$ cat config.mk
export PLATFORM = sky130hd
export DESIGN_NAME = alu_issue_ctrl
export DESIGN_NICKNAME = d
export VERILOG_FILES = /design/src/rtl/alu_pkg.sv /design/src/rtl/regfile_4x4.sv /design/src/rtl/alu_issue_ctrl.sv
export SDC_FILE = /design/constraint.sdc
export NUM_CORES = 1
export LEC_CHECK = 0
export CORE_MARGIN = 3
export CORE_UTILIZATION = 43
export CTS_BUF_LIST = sky130_fd_sc_hd__clkbuf_16
export DETAILED_ROUTE_END_ITERATION = 8
export GPL_ROUTABILITY_DRIVEN = 0
export PLACE_DENSITY = 0.82
export SYNTH_ARGS = -nofsm -noshare
export SYNTH_HDL_FRONTEND = slang
export SYNTH_SLANG_ARGS = --single-unit
$ cat constraint.sdc
create_clock -name clk -period 1.5 [get_ports clk]
set_input_delay 0.15 -clock clk [delete_from_list [all_inputs] [get_ports clk]]
set_output_delay 0.15 -clock clk [all_outputs]
set_load 0.02 [all_outputs]
$ cat src/rtl/alu_pkg.sv
// Shared types for the 4-bit CPU datapath: opcodes, issue FSM states,
// instruction field positions, flag bit indices and opcode decode helpers.
package alu_pkg;

  typedef enum logic [3:0] {
    OP_NOP = 4'b0000,
    OP_ADD = 4'b0001,
    OP_MUL = 4'b0010,
    OP_CMP = 4'b0011,
    OP_RSH = 4'b0100,
    OP_LSH = 4'b0101,
    OP_LDI = 4'b1000
  } op_e;

  typedef enum logic [1:0] {
    ST_IDLE = 2'd0,
    ST_EXEC = 2'd1,
    ST_WB   = 2'd2
  } state_e;

  localparam int OP_MSB      = 15;
  localparam int OP_LSB      = 12;
  localparam int RD_MSB      = 11;
  localparam int RD_LSB      = 10;
  localparam int RA_MSB      = 9;
  localparam int RA_LSB      = 8;
  localparam int RB_MSB      = 7;
  localparam int RB_LSB      = 6;
  localparam int USE_IMM_BIT = 5;
  localparam int RSVD_BIT    = 4;
  localparam int IMM_MSB     = 3;
  localparam int IMM_LSB     = 0;

  localparam int FL_C = 0;
  localparam int FL_V = 1;
  localparam int FL_N = 2;
  localparam int FL_Z = 3;

  function automatic logic is_legal(input logic [3:0] op);
    case (op)
      OP_NOP, OP_ADD, OP_MUL, OP_CMP, OP_RSH, OP_LSH, OP_LDI: is_legal = 1'b1;
      default:                                                is_legal = 1'b0;
    endcase
  endfunction

  function automatic logic writes_reg(input logic [3:0] op);
    case (op)
      OP_ADD, OP_MUL, OP_RSH, OP_LSH, OP_LDI: writes_reg = 1'b1;
      default:                                writes_reg = 1'b0;
    endcase
  endfunction

  function automatic logic writes_flags(input logic [3:0] op);
    case (op)
      OP_ADD, OP_MUL, OP_CMP: writes_flags = 1'b1;
      default:                writes_flags = 1'b0;
    endcase
  endfunction

endpackage

$ cat src/rtl/regfile_4x4.sv
// Small register file: async-reset storage, one synchronous write port and
// three combinational read ports (two operands plus debug).
module regfile_4x4 #(
  parameter int DW   = 4,
  parameter int NREG = 4,
  parameter int AW   = $clog2(NREG)
) (
  input  logic          clk,
  input  logic          rst_n,
  input  logic          we,
  input  logic [AW-1:0] waddr,
  input  logic [DW-1:0] wdata,
  input  logic [AW-1:0] ra_addr,
  output logic [DW-1:0] ra_data,
  input  logic [AW-1:0] rb_addr,
  output logic [DW-1:0] rb_data,
  input  logic [AW-1:0] dbg_addr,
  output logic [DW-1:0] dbg_data
);

  logic [DW-1:0] mem [NREG];

  always_ff @(posedge clk or negedge rst_n) begin
    if (!rst_n) begin
      for (int i = 0; i < NREG; i++) mem[i] <= '0;
    end else if (we) begin
      mem[waddr] <= wdata;
    end
  end

  assign ra_data  = mem[ra_addr];
  assign rb_data  = mem[rb_addr];
  assign dbg_data = mem[dbg_addr];

endmodule

$ cat src/rtl/alu_issue_ctrl.sv
// Issue/writeback sequencer in front of the 4-bit ALU (IDLE->EXEC->WB).
// Optional sticky illegal-opcode trap enabled by defining ILLEGAL_TRAP_EN.
module alu_issue_ctrl
  import alu_pkg::*;
#(
  parameter int         DW        = 4,
  parameter int         NREG      = 4,
  parameter logic [3:0] FLAGS_RST = 4'h0
) (
  input  logic          clk,
  input  logic          rst_n,
  input  logic          instr_valid,
  output logic          instr_ready,
  input  logic [15:0]   instr,
  output logic [3:0]    alu_opcode,
  output logic [DW-1:0] alu_op1,
  output logic [DW-1:0] alu_op2,
  input  logic [DW-1:0] alu_dout,
  input  logic [3:0]    alu_eflags,
  output logic [3:0]    flags,
  output logic          done,
`ifdef ILLEGAL_TRAP_EN
  output logic          trap,
`endif
  input  logic [1:0]    dbg_addr,
  output logic [DW-1:0] dbg_data
);

  localparam int AW = $clog2(NREG);

  state_e        state_q, state_d;
  logic          accept;
  logic          rf_we, flags_we;
  logic [DW-1:0] rf_wdata;
  logic [DW-1:0] ra_data, rb_data;
  logic [AW-1:0] rd_q;
  logic [DW-1:0] imm_q;
  logic          trap_q;
  logic          unused_rsvd;

  assign unused_rsvd = instr[RSVD_BIT];
  assign accept      = instr_valid & instr_ready;

  regfile_4x4 #(.DW(DW), .NREG(NREG), .AW(AW)) u_rf (
    .clk     (clk),
    .rst_n   (rst_n),
    .we      (rf_we),
    .waddr   (rd_q),
    .wdata   (rf_wdata),
    .ra_addr (instr[RA_MSB:RA_LSB]),
    .ra_data (ra_data),
    .rb_addr (instr[RB_MSB:RB_LSB]),
    .rb_data (rb_data),
    .dbg_addr(dbg_addr),
    .dbg_data(dbg_data)
  );

  always_comb begin
    state_d     = state_q;
    instr_ready = 1'b0;
    done        = 1'b0;
    rf_we       = 1'b0;
    flags_we    = 1'b0;
    rf_wdata    = alu_dout;
    case (state_q)
      ST_IDLE: begin
        instr_ready = ~trap_q;
        if (instr_valid && !trap_q) state_d = ST_EXEC;
      end
      ST_EXEC: begin
        // The ALU result is valid by the end of EXEC; LDI bypasses it.
        rf_we    = writes_reg(alu_opcode);
        flags_we = writes_flags(alu_opcode);
        if (alu_opcode == OP_LDI) rf_wdata = imm_q;
        state_d  = ST_WB;
      end
      ST_WB: begin
        done    = 1'b1;
        state_d = ST_IDLE;
      end
      default: state_d = ST_IDLE;
    endcase
  end

  // p0: accept stage -> registered ALU drive, FSM and flags
  always_ff @(posedge clk or negedge rst_n) begin
    if (!rst_n) begin
      state_q    <= ST_IDLE;
      flags      <= FLAGS_RST;
      alu_opcode <= '0;
      alu_op1    <= '0;
      alu_op2    <= '0;
    end else begin
      state_q <= state_d;
      if (flags_we) flags <= alu_eflags;
      if (accept) begin
        alu_opcode <= instr[OP_MSB:OP_LSB];
        alu_op1    <= ra_data;
        alu_op2    <= instr[USE_IMM_BIT] ? DW'(instr[IMM_MSB:IMM_LSB]) : rb_data;
      end
    end
  end

  always_ff @(posedge clk) begin
    if (accept) begin
      rd_q  <= instr[RD_MSB:RD_LSB];
      imm_q <= DW'(instr[IMM_MSB:IMM_LSB]);
    end
  end

`ifdef ILLEGAL_TRAP_EN
  always_ff @(posedge clk or negedge rst_n) begin
    if (!rst_n)                                          trap_q <= 1'b0;
    else if (state_q == ST_EXEC && !is_legal(alu_opcode)) trap_q <= 1'b1;
  end
  assign trap = trap_q;
`else
  assign trap_q = 1'b0;
`endif

endmodule
==> results of run 1 <==
[final cells by class]
| class | count | area [um^2] |
|---|---|---|
| flip-flops and latches | 40 | 1030 |
| fillers | 274 | 1180 |
| clock buffers | 5 | 125 |
| multi-input cells | 74 | 936 |
| well taps | 50 | 62.6 |
| clock inverters | 3 | 16.3 |
| repair buffers | 86 | 787 |
[worst paths after layout]
kind                            depth (start not counted)                        end                       from
worst min register to register                          1       flags[2]$_DFFE_PN0P_       flags[2]$_DFFE_PN0P_
worst min-delay path                                    2       flags[2]$_DFFE_PN0P_                      rst_n
min in group clk                                        1          rd_q[1]$_DFFE_PP_                  instr[11]
max in group asynchronous                               2  alu_opcode[3]$_DFFE_PN0P_                      rst_n
worst max register to register                          5   u_rf.mem[11]$_DFFE_PN0P_  alu_opcode[0]$_DFFE_PN0P_
worst max-delay path                                    5   u_rf.mem[11]$_DFFE_PN0P_  alu_opcode[0]$_DFFE_PN0P_
[what timing repair did]
item,CTS,global route
endpoints found under the setup margin,30,30
cloned,0,1
setup buffers,7,8
hold buffers,0,0
pin swaps,8,4
resized for setup,38,9
[worst reg2reg max path: cells and delay by family, from the launching register on]
kind / cells / cell delay, ns
compound gates: 1 / 0.33
mux: 1 / 0.29
simple gates: 2 / 0.37
buf+inv: 1 / 0.15
flops: 1 / 0.44
[kinds of logic (layout without fill, tap and decap cells)]
| family | Yosys count | count (layout) |
|---|---|---|
| multiplexers | 48 | 48 |
| flip-flops | 40 | 40 |
| AND/OR/NAND/NOR | 21 | 21 |
| AO/OA/AOI/OAI | 5 | 5 |
| buffers and inverters | 4 | 94 |
[flip-flops by register name, indices dropped and copies added (netlist names)]
| register | count |
|---|---|
| state_q | 2 |
| alu_opcode | 4 |
| u_rf.mem | 16 |
| alu_op2 | 4 |
| flags | 4 |
| rd_q | 2 |
| alu_op1 | 4 |
| imm_q | 4 |
[power groups by stage]
stage / Clock (W) / Combinational, W / Sequential, W
after floorplan: 0 / 0.000893 / 0.00202
after global placement: 0 / 0.00212 / 0.00182
after detailed placement: 0 / 0.00218 / 0.00186
after CTS: 0.00103 / 0.00233 / 0.00183
after global routing: 0.00109 / 0.00271 / 0.00187
final: 0.00102 / 0.00256 / 0.00183
[layout by cell type (no fill, tap or decap), drive strengths merged, types with 2 or more instances in the layout]
| cell | synthesis | final |
|---|---|---|
| nand4b | 3 | 3 |
| mux4 | 12 | 12 |
| nor2 | 8 | 8 |
| clkdlybuf4s50 | 0 | 38 |
| mux2i | 4 | 4 |
| mux2 | 32 | 32 |
| a21oi | 4 | 4 |
| dfrtp | 34 | 34 |
| dlygate4sd2 | 0 | 6 |
| buf | 4 | 40 |
| clkbuf | 0 | 6 |
| edfxtp | 6 | 6 |
| nor4b | 3 | 3 |
| and2 | 2 | 2 |
[metrics by stage]
step	setup TNS, ns	std cells	hold WS (ns)	setup slack [ns]
floorplan	-1.95	118	-0.146	-0.119
global placement	-6.53	234	0.489	-0.520
detailed placement	-7.54	234	0.497	-0.573
CTS	-3.23	249	0.305	-0.217
global route	-3.81	258	0.323	-0.248
finish	-2.77	258	0.281	-0.197
[routing by layer]
layer / global-route usage / vias up
met5: 0 / -
met1: 0.263 / 743
met4: 0.0697 / 0
li1: - / 634
met2: 0.344 / 66
met3: 0.0482 / 7
==> summary.md, run 1 <==
| Metric | Value |
|---|---|
| Initial Util | 0.460 |
| Per-cell routed wire length | 20.4 um |
| Failing checks | setup timing |
| Pwr/cell area | 1830 nW/um^2 |
| Clk buf depth | 2 |
| Pin count of the biggest net entering global routing | 35 |
| CTS clk-pin slew, worst paths | 0.06 ns |
| N_diodes | 0 |
| Area contributors post-synth | dfrtp_1, mux2_2, mux4_2 |
| Main combinational cell family by area after synthesis | multiplexers |
| Fin crit share | 1.13 |
| Setup WS post-layout | -0.197 ns |
| Synth Area in Simple Gates | 0.0833 |
| Crit path time final | roughly 1.7 ns |
| Slowest stage cell, crit path | dfrtp_2 |
| CP Max Fanout | 5 |
| WS Path Type | reg -> reg |
| Max Cap Viol | 0 |
| Num CTS Buffers | 5 |
| Comb pwr share | 0.473 |
| Slew @ Worst Pin | 0.446 ns |
| M1 wire length | 2120 um |
| Num ports | just over 50 |
| Worst R2R Setup Slack | -0.20 ns |
| Overflow after GRT | 0 |
| Port bufs | 49 |
| RSZ-0062 raised after global routing | yes |
| Leading area contributor after synthesis | dfrtp_1 |
| Die Area | 5270 um^2 |
| Worst path bufs/invs | 1 |
| Share of cells above drive strength 1 | 0.500 |
| H-tree Lvls | 2 |
| Horiz. Die Dim | 72.6 um |
| Peak supply drop | 1140 uV |
| Synth Area in Adders | 0 |
| Clk Latency, worst-skew pair | 0.28 ns |
| WP data arrival | 1.86 ns |
| Normalized max-slew margin | 0.703 |
| Vias/cell | ~5.6 |
| Synth warnings | 0 |
| Pint | 0.00368 W |
| Number of core rows | 23 |
| Commonest cells in the synthesized netlist | dfrtp_1, mux2_2, mux4_2 |
| Switching share of power | 0.320 |
| EDFF count, synth | 6 |
| Highest metal used | met4 |
| Die height | 72.6 um |
| Mux share of post-synthesis cell area | 0.351 |
| Skew final | 0.00787 ns |
| Hpwl dp | 3580 um |
| Initial antenna violation count | 0 |
| Crit. End Element | flip-flop |
| Cell family with most CP delay | flip-flops |
| Synthesized area | between 1500 and 2000 um^2 |
| Final wirelength | 5260 um |
| First-pass GRT wire length | 8000 um |
| Design Area, Final | 2960 um^2 |
| Seq/Total Area, Yosys | 0.540 |
| DR pass1 iterations | 4 |
| Synth Area in Compound Gates | 0.0151 |
| Required @ worst endpoint | approximately 1.7 ns |
| GRT Overall Usage | 0.205 |
| Sw power | 0.00173 W |
| CTS tree | yes |
| Final setup violation count | 20 |
| Leak | 1.32 nW |
| Final #Nets | roughly 240 |
| #FFs+latches synth | 40 |
| Status | finished, violations left |
| CTS Root Cell | clkbuf_16 |
| Vias in the first global route | 1494 |
| Vias | 1450 |
| Most numerous cell in the Yosys netlist | dfrtp_1 |
| Synth Area in XOR/XNOR | 0 |
| DR WL met2 | roughly 2800 um |
| Total length of routed met3 wires | 326 um |
| Fmax | 589 MHz |
| Max stage delay on crit path | 0.44 ns |
| Netlist cell types | 21 |
| Sequential share of power | 0.338 |
| Min-delay worst type | in -> async |
| Pins Over Slew Limit | 0 |
| Crit path cell chain | or2_0 -> a211o_1 -> nand4b_1 -> buf_4 -> mux2_4 |
| Core area | 4140 um^2 |
| Placed standard-cell area | about 2600 um^2 |
| DRC Markers | 0 |
| Primary FF master, synth | dfrtp_1 |
| Syn_nets | 147 |
| Antenna Nets Post-Route | 0 |
| Clock Power Share | 0.189 |
| Post-Route Utilization | 0.715 |
| Total Power | around 0.0054 W |
| Initial detailed-routing violation count | 69 |
| Post-synth top area share | 0.446 |
| CTS sink cnt | 40 |
| Syn Area/Cell | between 15 and 20 um^2 |
| Startpoint types | flip-flop |
| Synth-to-layout area growth | 55.2% |
| Synth Instances | 118 |
| Fin. Hold Viols | 0 |
| Fraction of registers with async set/reset | 0.850 |
Power figures use the tool's default switching activity.
==> run 2, diff against run 1 <==
Settings changed: ABC_AREA set to 1, CORE_UTILIZATION 43 to 44.
==> summary.md, run 2 <==
| Metric | Value |
|---|---|
| Synth warnings | 0 (unchanged) |
| Syn Area/Cell | 7.82 um^2 (-52%) |
| Vias in the first global route | 1885 (+26%) |
| Skew final | 0.00490 ns (-0.00297 ns) |
| Vias/cell | 5.19 (-7.6%) |
| DR WL met2 | 2470 um (-10%) |
| Share of cells above drive strength 1 | 0.142 (-0.358) |
| RSZ-0062 raised after global routing | no |
| Min-delay worst type | in -> async |
| Synth Instances | 268 (+130%) |
| Synthesized area | 2090 um^2 (+9.8%) |
| Fin. Hold Viols | 0 (unchanged) |
| Initial Util | 0.468 (+0.00767) |
| Main combinational cell family by area after synthesis | simple AND/OR/NAND/NOR gates |
| Leading area contributor after synthesis | dfrtp_1 |
| Netlist cell types | 20 (-4.8%) |
| Startpoint types | flip-flop |
| Horiz. Die Dim | 75.0 um (+3.3%) |
| Highest metal used | met4 |
| Primary FF master, synth | dfrtp_1 |
| Status | complete, no violations |
| Setup Buffers After CTS | 0 (-7) |
| #FFs+latches synth | 40 (unchanged) |
| EDFF count, synth | 6 (unchanged) |
| Most numerous cell in the Yosys netlist | nand2_1 |
| H-tree Lvls | 2 (unchanged) |
| Syn_nets | 297 (+100%) |
| Mux share of post-synthesis cell area | 0 (-0.351) |
| N_diodes | 0 (unchanged) |
| Fraction of registers with async set/reset | 0.850 (unchanged) |
| Post-Route Utilization | 0.648 (-0.0662) |
| Port bufs | 49 (unchanged) |
| CTS clk-pin slew, worst paths | 0.05 ns (about the same) |
| Number of core rows | 24 (+4.3%) |
| Antenna Nets Post-Route | 0 (unchanged) |
| Final #Nets | 367 (+56%) |
| Pin count of the biggest net entering global routing | 35 (unchanged) |
| Max Cap Viol | 0 (unchanged) |
| Initial antenna violation count | 0 (unchanged) |
| Initial detailed-routing violation count | 122 (+77%) |
| Synth Area in Simple Gates | 0.357 (+0.273) |
| WS Path Type | reg -> out |
| Setup TNS | 0 ns (+2.77 ns) |
| Vias | 2030 (+40%) |
| CTS tree | yes |
| Peak supply drop | 767 uV (-33%) |
| Crit path time final | 1.40 ns (-0.294 ns) |
| M1 wire length | 2300 um (+8.4%) |
| Pre-CTS setup slack | -0.406 ns (+0.167 ns) |
| Total length of routed met3 wires | 409 um (+25%) |
| Slew @ Worst Pin | 0.444 ns (-0.00177 ns) |
| Commonest non-fill, non-tap cell in the layout | nand2_1 |
| Die height | 75.0 um (+3.3%) |
| Crit. End Element | output port |
| Leak | 1.42 nW (+8.1%) |
| Hpwl dp | 4000 um (+12%) |
| Required @ worst endpoint | 1.35 ns (-0.31 ns) |
| Most frequent cells in the layout | nand2_1, nand3_1, clkdlybuf4s50_1, nor2_1, dfrtp_1 |
| Per-cell routed wire length | 13.4 um (-34%) |
| Fmax | 713 MHz (+21%) |
| Overflow after GRT | 0 (unchanged) |
| Largest Register | u_rf.mem |
| Num ports | 51 (unchanged) |
| CTS Root Cell | clkbuf_16 |
| Synth-to-layout area growth | 38.5% |
| Area contributors post-synth | dfrtp_1, nand2_1, nand3_1 |
| Normalized max-slew margin | 0.704 (+0.00118) |
| Post-synth top area share | 0.406 (-0.0397) |
| WP data arrival | 1.25 ns (-0.61 ns) |
| GRT Overall Usage | 0.203 (-0.00228) |
| Seq/Total Area, Yosys | 0.492 (-0.0481) |
| Clk Latency, worst-skew pair | 0.28 ns (about the same) |
| Fin crit share | 0.935 (-0.196) |
| Num CTS Buffers | 5 (unchanged) |
| Setup WS post-layout | 0.0969 ns (+0.294 ns) |
| DR pass1 iterations | 4 (unchanged) |
| Pins Over Slew Limit | 0 (unchanged) |
| Final wirelength | 5250 um (-0.21%) |
| Synth Area in XOR/XNOR | 0 (unchanged) |
| DRC Markers | 0 (unchanged) |
| First-pass GRT wire length | 8520 um (+6.6%) |
| Pwr/cell area | 1680 nW/um^2 (-8.0%) |
| Core area | 4470 um^2 (+8.0%) |
| CTS sink cnt | 40 (unchanged) |
| Synth Area in Compound Gates | 0.0908 (+0.0757) |
| Final setup violation count | 0 (-100%) |
| CP Max Fanout | 3 (-2) |
| Synth Area in Adders | 0 (unchanged) |
| Clk buf depth | 2 (unchanged) |
| Commonest cells in the synthesized netlist | nand2_1, nand3_1, nor2_1 |
| Max reg flops | 16 (unchanged) |
| Die Area | 5620 um^2 (+6.7%) |
==> run 2: changes by cell type in the layout (fill, tap and decap cells not counted), moves of 17 or more <==
| cell | change |
|---|---|
| nand2_1 | +76 |
| nand3_1 | +38 |
| nor2_1 | +30 |
| o21ai_0 | +20 |
| mux2_2 | -19 |
| inv_1 | +17 |
==> run 2: layer usage <==
metal	GRT usage	vias up
met3	0.0521	6
met4	0.0731	0
met5	0	-
met1	0.264	935
li1	-	1017
met2	0.328	72
==> run 2: cell families (layout without fill, tap and decap cells) <==
group / count (synthesis) / count (layout)
compound gates: 36 / 36
flops: 40 / 40
simple gates: 166 / 166
buf+inv: 26 / 97
==> run 2: area by class of cell <==
class	instances	area [um^2]
Clock buffer	5	125
Clock inverter	3	11.3
Fill cell	384	1570
Inverter	19	71.3
Multi-Input combinational cell	202	951
Sequential cell	40	1030
Tap cell	52	65.1
Timing Repair Buffer	70	647
==> run 2: path summary, 6_finish.rpt <==
kind / slack (ns) / depth (start not counted) / end / from
hold / removal: 0.28 / 2 / alu_op2[2]$_DFFE_PN0P_ / rst_n
hold reg to reg: 0.47 / 2 / flags[3]$_DFFE_PN0P_ / flags[3]$_DFFE_PN0P_
max in group asynchronous: 0.90 / 2 / alu_op2[0]$_DFFE_PN0P_ / rst_n
setup reg to reg: 0.12 / 8 / u_rf.mem[10]$_DFFE_PN0P_ / state_q[1]$_DFFE_PN0P_
min in group clk: 0.42 / 1 / rd_q[1]$_DFFE_PP_ / instr[11]
setup / recovery: 0.1 / 4 / instr_ready / state_q[0]$_DFFE_PN0P_
==> run 2: through the flow <==
step	hold WS, ns	cell area (um^2)	power [W]	std cells
after floorplan	-0.146	2090	0.00281	268
after global placement	0.455	2750	0.00386	383
after detailed placement	0.462	2750	0.00390	383
after CTS	0.300	2890	0.00489	391
after global routing	0.321	2900	0.00519	391
final	0.280	2900	0.00488	391
==> run 2: repair_timing <==
item / 4_1_cts / 5_1_grt
setup endpoints to repair: 8 / 20
hold buffers: 0 / 0
gates resized for setup: 17 / 7
==> run 2: worst max-delay path, cell delays in order, from the launching register on <==
cell and delay, ns:
dfrtp_1 0.39, inv_1 0.12, nand2_1 0.11, inv_1 0.06
clkdlybuf4s15_1 0.29
==> run 2: power by group <==
part           total, W  internal [W]  switching [W]
logic           0.00211      0.000961        0.00115
registers       0.00177       0.00150       0.000264
clock network   0.00101      0.000598       0.000408
total           0.00488       0.00306        0.00182
==> run 3, diff against run 2 <==
Settings changed: CORE_UTILIZATION 44 to 45, PLACE_DENSITY 0.82 to 0.83, SYNTH_HIERARCHICAL set to 1.
==> summary.md, run 3 <==
| Metric | Value |
|---|---|
| Die Area | 5790 um^2 (+3.0%) |
| Synth Instances | 303 (+13%) |
| #FFs+latches synth | 40 (unchanged) |
| Pins Over Slew Limit | 0 (unchanged) |
| Number of core rows | 24 (unchanged) |
| Fin. Hold Viols | 0 (unchanged) |
| Status | complete, no violations |
| Initial detailed-routing violation count | 307 (+150%) |
| Per-cell routed wire length | 12.9 um (-3.8%) |
| Final wirelength | 5580 um (+6.3%) |
| CTS Hold Bufs | 0 (unchanged) |
| Area contributors post-synth | dfrtp_1, nand2_1, edfxtp_1 |
| WP data arrival | 1.32 ns (+0.07 ns) |
| CP Max Fanout | 3 (unchanged) |
| Primary FF master, synth | dfrtp_1 |
| Die height | 76.1 um (+1.5%) |
| Clk buf depth | 2 (unchanged) |
| Post-Route Utilization | 0.671 (+0.0223) |
| First-pass GRT wire length | 9060 um (+6.3%) |
| Vias in the first global route | 1959 (+3.9%) |
| Fin crit share | 0.982 (+0.0471) |
| R2R Path Start | state_q[1]$_DFFE_PN0P_ |
| Crit. End Element | output port |
| GRT Overall Usage | 0.196 (-0.00677) |
| Commonest non-fill, non-tap cell in the layout | nand2_1 |
| N_diodes | 0 (unchanged) |
| Normalized max-slew margin | 0.762 (+0.0582) |
| Hpwl dp | 4040 um (+1.2%) |
| Crit path time final | 1.47 ns (+0.0707 ns) |
| Vias/cell | 5.05 (-2.8%) |
| Leak | 1.57 nW (+10%) |
| DR pass1 iterations | 4 (unchanged) |
| Clk Latency, worst-skew pair | 0.28 ns (about the same) |
| Min-delay worst type | in -> async |
| Most numerous cell in the Yosys netlist | nand2_1 |
| Synth warnings | 6 (+6) |
| Initial Util | 0.488 (+0.0197) |
| Final #Nets | 396 (+7.9%) |
| Worst hold slack | 0.239 ns (-0.0408 ns) |
| Fraction of registers with async set/reset | 0.850 (unchanged) |
| Most frequent cells in the layout | nand2_1, clkdlybuf4s50_1, inv_1, nand3_1, dfrtp_1 |
| Antenna Nets Post-Route | 0 (unchanged) |
| Core area | 4530 um^2 (+1.3%) |
| Vias | 2181 (+7.4%) |
| Required @ worst endpoint | 1.35 ns (about the same) |
| Max reg flops | 16 (unchanged) |
| H-tree Lvls | 2 (unchanged) |
| Initial antenna violation count | 0 (unchanged) |
| Pin count of the biggest net entering global routing | 35 (unchanged) |
| DRC Markers | 0 (unchanged) |
| Overflow after GRT | 0 (unchanged) |
| Seq/Total Area, Yosys | 0.466 (-0.0262) |
| Num CTS Buffers | 5 (unchanged) |
| CTS clk-pin slew, worst paths | 0.06 ns (about the same) |
| Netlist cell types | 21 (+5.0%) |
| Worst setup startpoint | state_q[1]$_DFFE_PN0P_ |
| Startpoint types | flip-flop |
| Slew @ Worst Pin | 0.357 ns (-0.0873 ns) |
| Syn Area/Cell | 7.30 um^2 (-6.6%) |
| Skew final | 0.00759 ns (+0.00269 ns) |
| Post-synth top area share | 0.385 (-0.0216) |
| Fmax | 679 MHz (-4.8%) |
| Commonest cells in the synthesized netlist | nand2_1, inv_1, dfrtp_1, nand3_1, nand4_1 |
| Final setup violation count | 0 (unchanged) |
| Leading area contributor after synthesis | dfrtp_1 |
| CTS tree | yes |
| CTS Root Cell | clkbuf_16 |
| CTS sink cnt | 40 (unchanged) |
| Synth-to-layout area growth | 37.5% |
| Num ports | 51 (unchanged) |
| Synthesized area | 2210 um^2 (+5.6%) |
| WS Path Type | reg -> out |
| Port bufs | 49 (unchanged) |
| EDFF count, synth | 6 (unchanged) |
| Pwr/cell area | 1610 nW/um^2 (-4.3%) |
| Reg2reg path depth | 9 (+1) |
| Peak supply drop | 877 uV (+14%) |
| Horiz. Die Dim | 76.1 um (+1.5%) |
| Syn_nets | 332 (+12%) |
| Max Cap Viol | 0 (unchanged) |
| Share of cells above drive strength 1 | 0.134 (-0.00808) |
| Largest Register | u_rf/mem |
-- run 3: per-stage QoR --
step	std cells	area, um^2	TNS, ns	setup WS (ns)	total power (W)
after floorplan	303	2210	0	0.00553	0.00293
after global placement	421	2840	-0.753	-0.198	0.00376
after detailed placement	421	2840	-0.816	-0.212	0.00382
after CTS	428	2970	0	0.00672	0.00481
after global routing	432	3040	-0.0226	-0.0139	0.00522
final	432	3040	0	0.0263	0.00490
-- run 3: logic make-up (layout without fill, tap and decap cells) --
family / after synthesis / after routing / synth area share
buf+inv: 46 / 110 / 0.0916
simple gates: 205 / 205 / 0.412
compound gates: 12 / 12 / 0.0305
flops: 40 / 40 / 0.466
-- run 3: critical path, cell delays in order (launching register included) --
cell	delay (ns)
dfrtp_2	0.44
buf_4	0.15
nor2_4	0.10
dlygate4sd2_1	0.35
-- run 3: metal layers --
layer	track usage	vias up	share of wire
li1	-	1077	-
met1	0.254	1002	0.43
met2	0.308	91	0.48
met3	0.0437	11	0.062
met4	0.103	0	0.025
met5	0	-	0
-- run 3: worst paths after layout --
check                           slack, ns                         to
worst max-delay path                 0.03                instr_ready
worst min-delay path                 0.24  alu_opcode[3]$_DFFE_PN0P_
worst max register to register       0.09   u_rf/mem[12]$_DFFE_PN0P_
worst min register to register       0.47    u_rf/mem[6]$_DFFE_PN0P_
max in group asynchronous            1.07     state_q[0]$_DFFE_PN0P_
min in group clk                     0.42       flags[2]$_DFFE_PN0P_
-- run 3: layout make-up --
cell class / instances / area [um^2]
fill: 390 / 1490
clock buffer: 5 / 125
sequential: 40 / 1040
inverter: 40 / 160
tap: 65 / 81.3
clock inverter: 2 / 12.5
timing repair buffer: 63 / 626
multi-input combinational: 217 / 1000
-- run 3: report_power, final --
part           switching [W]  leakage [nW]  internal, W  total [W]
combinational        0.00124          1.04     0.000873    0.00212
clock               0.000405        0.0657     0.000603    0.00101
sequential          0.000264         0.461      0.00151    0.00177
total                0.00191          1.57      0.00298    0.00490
-- run 3: what timing repair did --
action / in CTS / in global routing
setup buffers: 0 / 3
endpoints found under the hold margin: 0 / 0
resized for setup: 7 / 17
cloned: 0 / 1
pin swaps: 0 / 1
endpoints found under the setup margin: 7 / 21
